**src/rtl/display_pkg.sv**
```systemverilog
// Shared constants and helpers for the 4-digit 7-segment display path.
package display_pkg;

   localparam int NUM_DIGITS = 4;
   localparam int SEG_W      = 7;
   localparam int WORD_W     = NUM_DIGITS * SEG_W;
   localparam int SEL_W      = 2;

   // Anode pattern the top level drives while disp_off is high.
   localparam logic [3:0] ANODE_OFF = 4'b1111;

   typedef logic [SEL_W-1:0] sel_t;

   localparam sel_t SEL_FIRST = 2'd0;
   localparam sel_t SEL_LAST  = 2'd3;

   // Counter width for a counter that must hold values 0..n-1 (never zero-width).
   function automatic int cnt_w(input int n);
      return (n > 1) ? $clog2(n) : 1;
   endfunction

   // Next digit slot in the rightward scan order, wrapping after the last digit.
   function automatic sel_t sel_next(input sel_t s);
      return (s == SEL_LAST) ? SEL_FIRST : sel_t'(s + 2'd1);
   endfunction

endpackage

```
**src/rtl/scan_prescaler.sv**
```systemverilog
// Free-running clock divider: one-cycle tick every TICK_DIV cycles while enabled.
// Disabling clears the count so a re-enable always starts a full period.
module scan_prescaler
   import display_pkg::*;
#(
   parameter int TICK_DIV = 100000
) (
   input  logic clk,
   input  logic rst_n,
   input  logic en,
   output logic tick
);

   localparam int               CNT_W    = cnt_w(TICK_DIV);
   localparam logic [CNT_W-1:0] CNT_LAST = CNT_W'(TICK_DIV - 1);
   localparam logic [CNT_W-1:0] CNT_ONE  = CNT_W'(1);

   logic [CNT_W-1:0] cnt_d;
   logic [CNT_W-1:0] cnt_q;

   // Next count: hold at zero when disabled, otherwise count and wrap at the last value.
   always_comb begin
      cnt_d = cnt_q;
      if (!en) begin
         cnt_d = '0;
      end else if (cnt_q == CNT_LAST) begin
         cnt_d = '0;
      end else begin
         cnt_d = cnt_q + CNT_ONE;
      end
   end

   // Count register.
   always_ff @(posedge clk or negedge rst_n) begin
      if (!rst_n) begin
         cnt_q <= '0;
      end else begin
         cnt_q <= cnt_d;
      end
   end

   // Gated by en so a freeze that lands on the last count cannot advance the scan.
   assign tick = en && (cnt_q == CNT_LAST);

endmodule

```
**src/rtl/display_scan_ctrl.sv**
```systemverilog
// Digit scan scheduler for the 7-segment letter mux: walks the digit select,
// blanks the anodes for a short dead time after every select change, commits new
// words only on frame boundaries and optionally blinks the whole display.
module display_scan_ctrl
   import display_pkg::*;
#(
   parameter int TICK_DIV     = 100000,
   parameter int DEAD_CYC     = 16,
   parameter int BLINK_FRAMES = 125
) (
   input  logic              clk,
   input  logic              rst_n,
   input  logic              enable,
   input  logic [WORD_W-1:0] word_in,
   input  logic              word_valid,
   output logic              word_ready,
   input  logic              blink_en,
   output logic [SEL_W-1:0]  sel,
   output logic [WORD_W-1:0] word_q,
   output logic              disp_off,
   output logic              frame_done
);

   localparam int                 DEAD_W     = cnt_w(DEAD_CYC + 1);
   localparam logic [DEAD_W-1:0]  DEAD_LOAD  = DEAD_W'(DEAD_CYC);
   localparam logic [DEAD_W-1:0]  DEAD_ONE   = DEAD_W'(1);
   localparam int                 FRAME_W    = cnt_w(BLINK_FRAMES);
   localparam logic [FRAME_W-1:0] FRAME_LAST = FRAME_W'(BLINK_FRAMES - 1);
   localparam logic [FRAME_W-1:0] FRAME_ONE  = FRAME_W'(1);

   logic tick;
   logic frame_end;
   logic accept;

   sel_t               sel_d,         sel_q;
   logic [DEAD_W-1:0]  dead_d,        dead_q;
   logic               frame_done_d,  frame_done_q;
   logic               pending_d,     pending_q;
   logic [WORD_W-1:0]  pend_word_d,   pend_word_q;
   logic [WORD_W-1:0]  disp_word_d,   disp_word_q;
   logic [FRAME_W-1:0] frame_cnt_d,   frame_cnt_q;
   logic               blink_phase_d, blink_phase_q;
   logic               disp_off_d,    disp_off_q;

   scan_prescaler #(
      .TICK_DIV (TICK_DIV)
   ) u_prescaler (
      .clk   (clk),
      .rst_n (rst_n),
      .en    (enable),
      .tick  (tick)
   );

   assign frame_end = tick && (sel_q == SEL_LAST);
   assign accept    = word_valid && !pending_q;

   // Digit select advances one slot per tick; the dead-time counter restarts on each change
   // and only drains while scanning runs, so a frozen scan keeps its blanking state.
   always_comb begin
      sel_d  = sel_q;
      dead_d = dead_q;
      if (tick) begin
         sel_d  = sel_next(sel_q);
         dead_d = DEAD_LOAD;
      end else if (enable && (dead_q != '0)) begin
         dead_d = dead_q - DEAD_ONE;
      end else begin
         dead_d = dead_q;
      end
   end

   // Word handshake: one-deep pending slot, drained into the displayed word only at frame end.
   // With the slot empty, a word arriving on the frame-end edge goes straight to the display.
   always_comb begin
      pending_d   = pending_q;
      pend_word_d = pend_word_q;
      disp_word_d = disp_word_q;
      if (frame_end) begin
         if (pending_q) begin
            disp_word_d = pend_word_q;
            pending_d   = 1'b0;
         end else if (accept) begin
            disp_word_d = word_in;
         end else begin
            disp_word_d = disp_word_q;
         end
      end else if (accept) begin
         pend_word_d = word_in;
         pending_d   = 1'b1;
      end else begin
         pending_d   = pending_q;
      end
   end

   // Blink timing: count completed frames and flip the phase every BLINK_FRAMES of them.
   always_comb begin
      frame_cnt_d   = frame_cnt_q;
      blink_phase_d = blink_phase_q;
      if (!blink_en) begin
         frame_cnt_d   = '0;
         blink_phase_d = 1'b0;
      end else if (frame_end) begin
         if (frame_cnt_q == FRAME_LAST) begin
            frame_cnt_d   = '0;
            blink_phase_d = !blink_phase_q;
         end else begin
            frame_cnt_d   = frame_cnt_q + FRAME_ONE;
         end
      end else begin
         frame_cnt_d   = frame_cnt_q;
      end
   end

   // Output flags: frame pulse and the blanking request, both one cycle behind their causes.
   always_comb begin
      frame_done_d = frame_end;
      disp_off_d   = !enable || (dead_q != '0) || (blink_en && blink_phase_q);
   end

   // State and output registers.
   always_ff @(posedge clk or negedge rst_n) begin
      if (!rst_n) begin
         sel_q         <= SEL_FIRST;
         dead_q        <= '0;
         frame_done_q  <= 1'b0;
         pending_q     <= 1'b0;
         pend_word_q   <= '0;
         disp_word_q   <= '0;
         frame_cnt_q   <= '0;
         blink_phase_q <= 1'b0;
         disp_off_q    <= 1'b1;
      end else begin
         sel_q         <= sel_d;
         dead_q        <= dead_d;
         frame_done_q  <= frame_done_d;
         pending_q     <= pending_d;
         pend_word_q   <= pend_word_d;
         disp_word_q   <= disp_word_d;
         frame_cnt_q   <= frame_cnt_d;
         blink_phase_q <= blink_phase_d;
         disp_off_q    <= disp_off_d;
      end
   end

   assign sel        = sel_q;
   assign word_q     = disp_word_q;
   assign word_ready = !pending_q;
   assign disp_off   = disp_off_q;
   assign frame_done = frame_done_q;

endmodule

```
**config.mk**
```make
export PLATFORM = sky130hd
export DESIGN_NAME = display_scan_ctrl
export DESIGN_NICKNAME = d
export VERILOG_FILES = /design/src/rtl/display_pkg.sv /design/src/rtl/scan_prescaler.sv /design/src/rtl/display_scan_ctrl.sv
export SDC_FILE = /design/constraint.sdc
export NUM_CORES = 1
export LEC_CHECK = 0
export ABC_CLOCK_PERIOD_IN_PS = 6000
export BUFFER_PORTS_ARGS = -buffer_cell sky130_fd_sc_hd__buf_2
export CAP_MARGIN = 20
export CORE_UTILIZATION = 52
export DETAILED_ROUTE_END_ITERATION = 12
export GPL_TIMING_DRIVEN = 0
export HOLD_SLACK_MARGIN = 0.06
export PLACE_DENSITY = 0.8
export SETUP_SLACK_MARGIN = 0.15
export SLEW_MARGIN = 0
export SYNTH_ARGS = -nofsm -noshare
export SYNTH_HDL_FRONTEND = slang
export SYNTH_SLANG_ARGS = --single-unit
```
**constraint.sdc**
```tcl
create_clock -name clk -period 6 [get_ports clk]
set_input_delay 0.6 -clock clk [delete_from_list [all_inputs] [get_ports clk]]
set_output_delay 0.6 -clock clk [all_outputs]
set_load 0.03 [all_outputs]
```
==> results of run 1 <==
==> kinds of logic (layout without fill, tap and decap cells) <==
kind of cell | after synthesis | after routing | synth area share
compound gates | 103 | 103 | 0.1713
fa+ha+maj | 5 | 5 | 0.01326
simple gates | 151 | 151 | 0.1708
flops | 91 | 91 | 0.4829
mux | 32 | 32 | 0.09202
xor+xnor | 16 | 16 | 0.02970
buf+inv | 37 | 119 | 0.04004
==> layer usage <==
metal  global-route usage  vias to the layer above  share of wire
met5                    0                        -              0
met4              0.08597                        0          0.012
met3              0.04748                       17          0.052
met2               0.3808                      104           0.48
met1               0.3203                     1856           0.46
li1                     -                     1733              -
==> final timing paths <==
check                      slack, ns  depth (start not counted)                               to                           start
max                             3.47                          4                       word_ready           pending_q$_DFFE_PN0P_
min                             0.23                          1  u_prescaler.cnt_q[13]$_DFF_PN0_                           rst_n
max reg2reg                     3.63                          7      pend_word_q[13]$_DFFE_PN0P_  u_prescaler.cnt_q[0]$_DFF_PN0_
min reg2reg                     0.49                          1   u_prescaler.cnt_q[0]$_DFF_PN0_  u_prescaler.cnt_q[0]$_DFF_PN0_
max in group asynchronous       5.08                          2               disp_off$_DFF_PN1_                           rst_n
min in group clk                0.48                          2      pend_word_q[25]$_DFFE_PN0P_                     word_in[25]
==> stage by stage <==
step | cells | total power [mW] | cell area, um^2
floorplan | 435 | 0.7615 | 4718
CTS | 625 | 1.245 | 5420
detailed placement | 609 | 0.8106 | 5209
global placement | 608 | 0.7987 | 5179
global route | 625 | 1.287 | 5420
finish | 625 | 1.237 | 5420
==> state kept, by name, indices dropped and copies added, names as in the netlist <==
name / flops
frame_done: 1
dead_q: 5
word_q: 28
frame_cnt_q: 7
u_prescaler.cnt_q: 17
sel: 2
pend_word_q: 28
disp_off: 1
blink_phase_q: 1
pending_q: 1
==> layout make-up <==
type	instances	share of cell area
plain buffers	30	0.03001
clock buffers	11	0.02793
clock inverters	5	0.01108
inverters	7	0.004848
multi-input cells	307	0.4153
flip-flops and latches	91	0.4204
well taps	108	0.02493
repair buffers	66	0.06556
==> layout by cell type, fill, tap and decap left out, types with 3 or more instances in the layout <==
cell,n
o211ai_1,3
buf_4,3
nor3_1,8
and3_1,3
clkbuf_8,11
mux2_2,11
mux2_4,20
a21oi_1,3
xor2_1,8
o211a_1,28
nand3_1,12
nand2_1,10
inv_1,7
ha_1,5
nor2_1,74
buf_2,73
or3_1,3
xnor2_1,8
clkbuf_1,14
o21ai_0,4
and4_1,5
and2_1,6
dfrtp_1,90
a31oi_1,28
nand4_1,10
a21o_1,29
==> power breakdown <==
group | switching [mW] | total, mW | internal (mW)
Sequential | 0.0255 | 0.678 | 0.653
Clock | 0.222 | 0.439 | 0.217
Combinational | 0.0581 | 0.120 | 0.0619
Total | 0.305 | 1.24 | 0.931
==> impl_metrics.ini, run 1 <==
[worst_setup_path]
startpoint_type = register
required_ns = 5.40
path_class = register to primary output
worstPathArrival_ns = 1.93
path_buf_inv = 4
critPathMaxStageDelay_ns = 0.45
critical_path_peak_fanout = 10
cp_slowest_cell = clkbuf_1
path_common_cell = clkbuf_1
endpoint_kind = primary output
worstPathCellList = clkbuf_1 -> clkbuf_1 -> inv_1 -> buf_2
path_delay_family = buffers and inverters

[finish]
area_growth_pct = 14.88
nFillCells = 712
seq_area_um2 = 2278
multi_input_area_um2 = 2251
nNetsFinal = 550
postLayoutCoreUtil = 0.6185
drive_gt1_frac = 0.2669
antenna_cells = 0

[routing]
routed_wl_um = 10550
antenna_left = 0
drc_errors = 0
vias = 3710
wire_per_inst_um = 16.88
first_iter_violations = 242
viasPerCell = 5.936
firstDrtPassIters = 4

[run]
drv_cap = 0

[clock_tree]
clock_path_buffers = 2
cts_root_buf = clkbuf_8
post_cts_resized = 0
clkTransAtPathRegs_ns = 0.09
htree_num_levels = 3
cts_tree = yes
cts_buffers = 9
worstSkewPairLatency_ns = 0.36
cts_setup_buffers = 0
hold_buffers = 0
cts.sinks = 91

[timing]
fmax_ghz = 0.3958
worst_pin_slew_ns = 0.5957
grt_setup_unrepaired = false
setup_viol = 0
drv_slew = 0
hold_viol_final = 0
setup_slack_ns = 3.474
fin_tns_setup_ns = 0
finClkSkew_ns = 0.01203
hold_slack_ns = 0.2295
period_share = 0.4211
layout_min_cycle_time_ns = 2.526
slew_headroom = 0.6028

[die]
core.rowCount = 34
die_x_um = 97.26
start_util = 0.5384
die-area_um2 = 9459
die_h_um = 97.26
core_area_um2 = 8763
io_pins = 66

[synth]
ys_seq_area_frac = 0.4829
synth_cell_type_count = 51
netlist_instances = 435
synth_area_leader_cell = dfrtp_1
synth_ff_type = dfrtp_1
synth-seq-cells = 91
synth_commonest_cells = dfrtp_1 (90), nor2_1 (74), a21o_1 (29)
yosysMostFrequentCell = dfrtp_1
ys_warn_count = 0
synthTopCellsByArea = dfrtp_1 (48%), mux2_4 (6.4%), o211a_1 (5.9%)
syn_area_per_cell_um2 = 10.85
syn-num-nets = 473
synth_top_area_share = 0.4773
syn-cell-area_um2 = 4718
async_flop_share = 1.000
synth_edf_count = 0

[placed_design]
hpwl_um = 7308
io_buffers = 65
place_ws_ns = 3.643
gp_congestion = 0.8944

[status]
status = finished, final reports clean

[global_routing]
grt_pass1_wl_um = 18030
grt_antenna_before_repair = 0
grt-ovfl-total = 0
grt_max_degree = 49
track_usage = 0.2368
grt_pass1_vias = 3743

[power]
leakagePower_nw = 3.058
pwr_density_cell_nw_per_um2 = 228.2
ir_worst_vdd_v = 0.0001331

[worst_hold_path]
hp-class = input port to asynchronous set/reset pin
No activity file was read; power rests on OpenSTA's default activity.
==> run 2, diff against run 1 <==
--- a/config.mk
+++ b/config.mk
@@ -5,14 +5,15 @@
 export SDC_FILE = /design/constraint.sdc
 export NUM_CORES = 1
 export LEC_CHECK = 0
-export ABC_CLOCK_PERIOD_IN_PS = 6000
+export ABC_AREA = 1
+export ABC_CLOCK_PERIOD_IN_PS = 2200
 export BUFFER_PORTS_ARGS = -buffer_cell sky130_fd_sc_hd__buf_2
 export CAP_MARGIN = 20
 export CORE_UTILIZATION = 52
 export DETAILED_ROUTE_END_ITERATION = 12
 export GPL_TIMING_DRIVEN = 0
 export HOLD_SLACK_MARGIN = 0.06
-export PLACE_DENSITY = 0.8
+export PLACE_DENSITY = 0.84
 export SETUP_SLACK_MARGIN = 0.15
 export SLEW_MARGIN = 0
 export SYNTH_ARGS = -nofsm -noshare
==> constraint.sdc (replaced) <==
create_clock -name clk -period 2.2 [get_ports clk]
set_input_delay 0.22 -clock clk [delete_from_list [all_inputs] [get_ports clk]]
set_output_delay 0.22 -clock clk [all_outputs]
set_load 0.03 [all_outputs]
==> impl_metrics.ini, run 2 <==
[timing]
setup_slack_ns = 0.3545
finClkSkew_ns = 0.008451
worst_pin_slew_ns = 0.5395
hold_viol_final = 0
period_share = 0.8389
grt_setup_unrepaired = false
setup_viol = 0
drv_slew = 0
layout_min_cycle_time_ns = 1.846
fin_tns_setup_ns = 0
fmax_ghz = 0.5418
slew_headroom = 0.6376

[synth]
synth_fa_ha_area_frac = 0.01392
synth_area_leader_cell = dfrtp_1
async_flop_share = 1.000
synth-seq-cells = 91
syn_area_per_cell_um2 = 8.159
ys_seq_area_frac = 0.5068
netlist_instances = 551
synth_xor_area_frac = 0.01364
syn-cell-area_um2 = 4496
synth_top_area_share = 0.5010
synth_cell_type_count = 37
synthTopCellsByArea = dfrtp_1 (50%), nand2_1 (14%), inv_1 (5.1%)
synth_edf_count = 0
synth_ff_type = dfrtp_1
yosysMostFrequentCell = nand2_1
ys_warn_count = 0
synth-compound-area-share = 0.1044
synth_commonest_cells = nand2_1 (169), dfrtp_1 (90), inv_1 (61)
synth_top_family_by_area = simple AND/OR/NAND/NOR gates
muxShareOfSynthArea = 0
syn-num-nets = 589
synth-simple-area-share = 0.2722

[finish]
stdcell_count = 739
postLayoutCoreUtil = 0.6276
nNetsFinal = 667
drive_gt1_frac = 0.2082
antenna_cells = 0
area_growth_pct = 15.86
multi_input_area_um2 = 1817
nFillCells = 709
final_cell_mix = nand2_1 (169), dfrtp_1 (90), buf_2 (71), inv_1 (61), o21ai_0 (44)
seq_area_um2 = 2278
final_cell_area_um2 = 5209
final_common_cell = nand2_1

[routing]
firstDrtPassIters = 5
antenna_left = 0
drc_errors = 0
viasPerCell = 5.218
vias = 3856
first_iter_violations = 199
routed_wl_um = 9693
wire_per_inst_um = 13.12

[placed_design]
placed_cells = 722
io_buffers = 65
gp_congestion = 0.9452
place_ws_ns = 0.3659
placed_cell_area_um2 = 4982
hpwl_um = 7119

[worst_setup_path]
startpoint_type = register
endpoint_kind = register
path_class = register to register
rr_startpoint = u_prescaler.cnt_q[0]$_DFF_PN0_
cp_slowest_cell = dfrtp_1
worstPathArrival_ns = 2.10
crit-reg2reg-capture = word_q[9]$_DFFE_PN0P_
required_ns = 2.45
path_buf_inv = 3
worstPathCellList = ha_1 -> nand3_2 -> inv_2 -> nand3_2 -> nor2_4 -> nand3_4 -> clkinv_2 -> nand2_4 -> buf_2 -> nand2_1 -> nand2_1
path_delay_family = simple AND/OR/NAND/NOR gates
r2r_slack_ns = 0.35
r2r.worst_path.cells = 11
critical_path_peak_fanout = 10
critPathMaxStageDelay_ns = 0.38

[clock_tree]
clock_path_buffers = 2
cts_buffers = 9
hold_buffers = 1
clkTransAtPathRegs_ns = 0.09
worstSkewPairLatency_ns = 0.35
cts.sinks = 91
post_cts_resized = 0
cts_tree = yes
cts_setup_buffers = 0
cts_root_buf = clkbuf_8
htree_num_levels = 3

[die]
io_pins = 66
start_util = 0.5417
die_h_um = 94.98
core_area_um2 = 8299
die-area_um2 = 9021
die_x_um = 94.98
core.rowCount = 33

[worst_hold_path]
whs_path_depth = 3
hp-class = input port to register
hold_end = pend_word_q[21]$_DFFE_PN0P_
holdCritStartpoint = word_in[21]

[global_routing]
grt-ovfl-total = 0
track_usage = 0.2343
grt_pass1_wl_um = 16530
grt_max_degree = 63
grt_antenna_before_repair = 0
grt_pass1_vias = 3683

[power]
leakagePower_nw = 2.771
ir_worst_vdd_v = 0.0003516
pwr_density_cell_nw_per_um2 = 644.4

[run]
drv_cap = 0

[status]
status = finished, final reports clean
run 2: cell count changes after synthesis, sizes merged, moves of 27 or more:
cell / previous run / this run
inv: 7 / 64
o21ai: 5 / 66
a21o: 29 / 0
a31oi: 28 / 1
o211a: 28 / 0
nand3: 12 / 46
nand2: 10 / 172
nor2: 74 / 42
mux2: 31 / 0
run 2: logic make-up (layout without fill, tap and decap cells):
logic type / Yosys count / in the layout
adder cells (fa/ha/maj): 5 / 5
XOR/XNOR: 7 / 7
buffers and inverters: 87 / 170
AO/OA/AOI/OAI: 77 / 77
AND/OR/NAND/NOR: 284 / 284
flip-flops: 91 / 91
run 2: layout make-up:
| class | count | share of cell area |
|---|---|---|
| Clock inverter | 6 | 0.01705 |
| Buffer | 21 | 0.02907 |
| Timing Repair Buffer | 67 | 0.07014 |
| Multi-Input combinational cell | 373 | 0.3488 |
| Tap cell | 105 | 0.02522 |
| Inverter | 66 | 0.04780 |
| Sequential cell | 91 | 0.4374 |
| Clock buffer | 10 | 0.02450 |
run 2: power by group:
| part | switching (mW) | total [mW] | leakage, nW | internal, mW |
|---|---|---|---|---|
| logic | 0.191 | 0.321 | 1.45 | 0.130 |
| registers | 0.0522 | 1.80 | 1.22 | 1.75 |
| clock network | 0.589 | 1.23 | 0.103 | 0.642 |
run 2: worst max-delay path by stage:
stage | start | end | slack (ns) | depth (start not counted)
finish | u_prescaler.cnt_q[0]$_DFF_PN0_ | word_q[9]$_DFFE_PN0P_ | 0.35 | 11
global route | u_prescaler.cnt_q[0]$_DFF_PN0_ | word_q[27]$_DFFE_PN0P_ | 0.19 | 11
CTS | u_prescaler.cnt_q[0]$_DFF_PN0_ | word_q[27]$_DFFE_PN0P_ | 0.34 | 11
detailed placement | u_prescaler.cnt_q[0]$_DFF_PN0_ | word_q[23]$_DFFE_PN0P_ | 0.37 | 11
global placement | rst_n | word_q[22]$_DFFE_PN0P_ | 0.12 | 1
floorplan | u_prescaler.cnt_q[0]$_DFF_PN0_ | word_q[0]$_DFFE_PN0P_ | 0.62 | 11
run 2: routing by layer:
metal | vias up | global-route usage | share of wire
li1 | 1907 | - | -
met1 | 1820 | 0.3101 | 0.44
met2 | 120 | 0.3915 | 0.50
met3 | 9 | 0.05233 | 0.056
met4 | 0 | 0.05556 | 0.0079
met5 | - | 0 | 0
run 2: per-stage QoR:
step	hold WS, ns	power (mW)
after global placement	0.4462	2.127
after floorplan	-0.07559	2.029
after global routing	0.1081	3.495
after CTS	0.09719	3.376
final	0.1171	3.357
after detailed placement	0.1827	2.160
run 2: worst register-to-register path, delay by kind of cell, from the launching register on:
kind          cells  cell delay [ns]
simple gates      7             0.70
fa+ha+maj         1             0.22
flops             1             0.38
buf+inv           3             0.44
==> run 3, diff against run 2 <==
--- a/config.mk
+++ b/config.mk
@@ -6,7 +6,7 @@
 export NUM_CORES = 1
 export LEC_CHECK = 0
 export ABC_AREA = 1
-export ABC_CLOCK_PERIOD_IN_PS = 2200
+export ABC_CLOCK_PERIOD_IN_PS = 1600
 export BUFFER_PORTS_ARGS = -buffer_cell sky130_fd_sc_hd__buf_2
 export CAP_MARGIN = 20
 export CORE_UTILIZATION = 52
==> constraint.sdc (replaced) <==
create_clock -name clk -period 1.6 [get_ports clk]
set_input_delay 0.16 -clock clk [delete_from_list [all_inputs] [get_ports clk]]
set_output_delay 0.16 -clock clk [all_outputs]
set_load 0.03 [all_outputs]
==> impl_metrics.ini, run 3 (synthesis results as in run 2) <==
[status]
status = finished, violations left
violations = negative setup slack

[timing]
setup_viol = 62
worst_pin_slew_ns = 0.4725
hold_slack_ns = 0.05994
fmax_ghz = 0.5777
period_share = 1.082
finClkSkew_ns = 0.01444
slew_headroom = 0.6850
layout_min_cycle_time_ns = 1.731
fin_tns_setup_ns = -4.045
setup_slack_ns = -0.1311
hold_viol_final = 0
drv_slew = 0
grt_setup_unrepaired = true

[power]
pwr_density_cell_nw_per_um2 = 785.0
ir_worst_vdd_v = 0.0006480
leakagePower_nw = 3.106

[clock_tree]
cts_root_buf = clkbuf_8
cts.sinks = 91
cts_buffers = 9
clock_path_buffers = 2
clkTransAtPathRegs_ns = 0.10
worstSkewPairLatency_ns = 0.36
htree_num_levels = 3
cts_tree = yes

[global_routing]
grt_pass1_vias = 4194
track_usage = 0.2766
grt_pass1_wl_um = 19060
grt-ovfl-total = 0
grt_antenna_before_repair = 0
grt_max_degree = 65

[worst_setup_path]
r2r_slack_ns = -0.13
worstPathCellList = ha_4 -> nand3_4 -> inv_4 -> buf_4 -> buf_4 -> nand2_1 -> nand2_1 -> nor2_1 -> o21a_1
required_ns = 1.89
path_class = register to register
startpoint = u_prescaler.cnt_q[1]$_DFF_PN0_
crit-reg2reg-capture = u_prescaler.cnt_q[10]$_DFF_PN0_
worstPathArrival_ns = 2.02
cp_slowest_cell = dfrtp_1
r2r.worst_path.cells = 9
startpoint_type = register
critPathMaxStageDelay_ns = 0.43
endpoint_kind = register
critical_path_peak_fanout = 6
rr_startpoint = u_prescaler.cnt_q[1]$_DFF_PN0_

[die]
io_pins = 66
die_x_um = 94.98
start_util = 0.5417
core.rowCount = 33
die_h_um = 94.98
core_area_um2 = 8299
die-area_um2 = 9021

[run]
drv_cap = 0

[finish]
seq_area_um2 = 2280
final_common_cell = nand2_1
nNetsFinal = 722
antenna_cells = 0
nFillCells = 541
area_growth_pct = 34.46
drive_gt1_frac = 0.3266
multi_input_area_um2 = 2063
final_cell_mix = nand2_1 (146), dfrtp_1 (89), buf_2 (65), inv_1 (56), o21ai_0 (38)

[worst_hold_path]
holdCritStartpoint = word_in[11]
whs_path_depth = 3
hold_end = pend_word_q[11]$_DFFE_PN0P_
hp-class = input port to register

[routing]
drc_errors = 0
vias = 4345
first_iter_violations = 300
antenna_left = 0
viasPerCell = 5.472
wire_per_inst_um = 15.23
routed_wl_um = 12100
firstDrtPassIters = 5

[placed_design]
gp_congestion = 0.8097
hpwl_um = 6995
io_buffers = 65
==> run 3: final cells by class <==
cell class | count | area share
inverters | 66 | 0.04326
flip-flops and latches | 91 | 0.3771
multi-input cells | 373 | 0.3413
well taps | 105 | 0.02173
clock inverters | 6 | 0.01180
plain buffers | 21 | 0.03685
clock buffers | 10 | 0.02111
repair buffers | 122 | 0.1468
==> run 3: what timing repair did <==
action | CTS | global route
resized for setup | 58 | 36
hold buffers | 15 | 1
endpoints found under the setup margin | 79 | 89
cloned | 4 | 0
pin swaps | 15 | 7
hold endpoints to repair | 41 | 1
setup buffers | 27 | 9
==> run 3: metal layers <==
metal,track usage,wire length (um),vias to the layer above
met1,0.3445,4761,2079
met5,0,0,-
met4,0.1326,387,0
met2,0.4706,6221,208
li1,-,-,2021
met3,0.04106,725,37
==> run 3: critical path, delay by kind of cell, from the launching register on <==
family / cells / cell delay (ns)
adder cells (fa/ha/maj): 1 / 0.18
AND/OR/NAND/NOR: 4 / 0.57
buffers and inverters: 3 / 0.31
AO/OA/AOI/OAI: 1 / 0.16
flip-flops: 1 / 0.43
==> run 3: power breakdown <==
part	internal [mW]	switching, mW
Combinational	0.320	0.331
Sequential	2.41	0.0871
Clock	0.737	0.860
Total	3.47	1.28
==> run 3: per-stage QoR <==
step	total power [mW]	util	setup slack, ns	area (um^2)	std cells
2_1_floorplan	2.792	-	0.03529	4524	551
3_3_place_gp	2.924	0.6002	-0.4274	4981	721
3_5_place_dp	2.960	0.6038	-0.2115	5011	722
4_1_cts	4.656	0.7053	-0.07607	5853	784
5_1_grt	4.926	0.7283	-0.1870	6045	794
6_report	4.745	0.7283	-0.1311	6045	794
==> run 3: how the worst max path moves through the flow <==
| stage | cells past startpoint | to | slack [ns] |
|---|---|---|---|
| floorplan | 11 | word_q[0]$_DFFE_PN0P_ | 0.04 |
| global placement | 1 | word_q[24]$_DFFE_PN0P_ | -0.43 |
| detailed placement | 11 | word_q[4]$_DFFE_PN0P_ | -0.21 |
| CTS | 10 | pend_word_q[15]$_DFFE_PN0P_ | -0.08 |
| global route | 9 | u_prescaler.cnt_q[10]$_DFF_PN0_ | -0.19 |
| finish | 9 | u_prescaler.cnt_q[10]$_DFF_PN0_ | -0.13 |
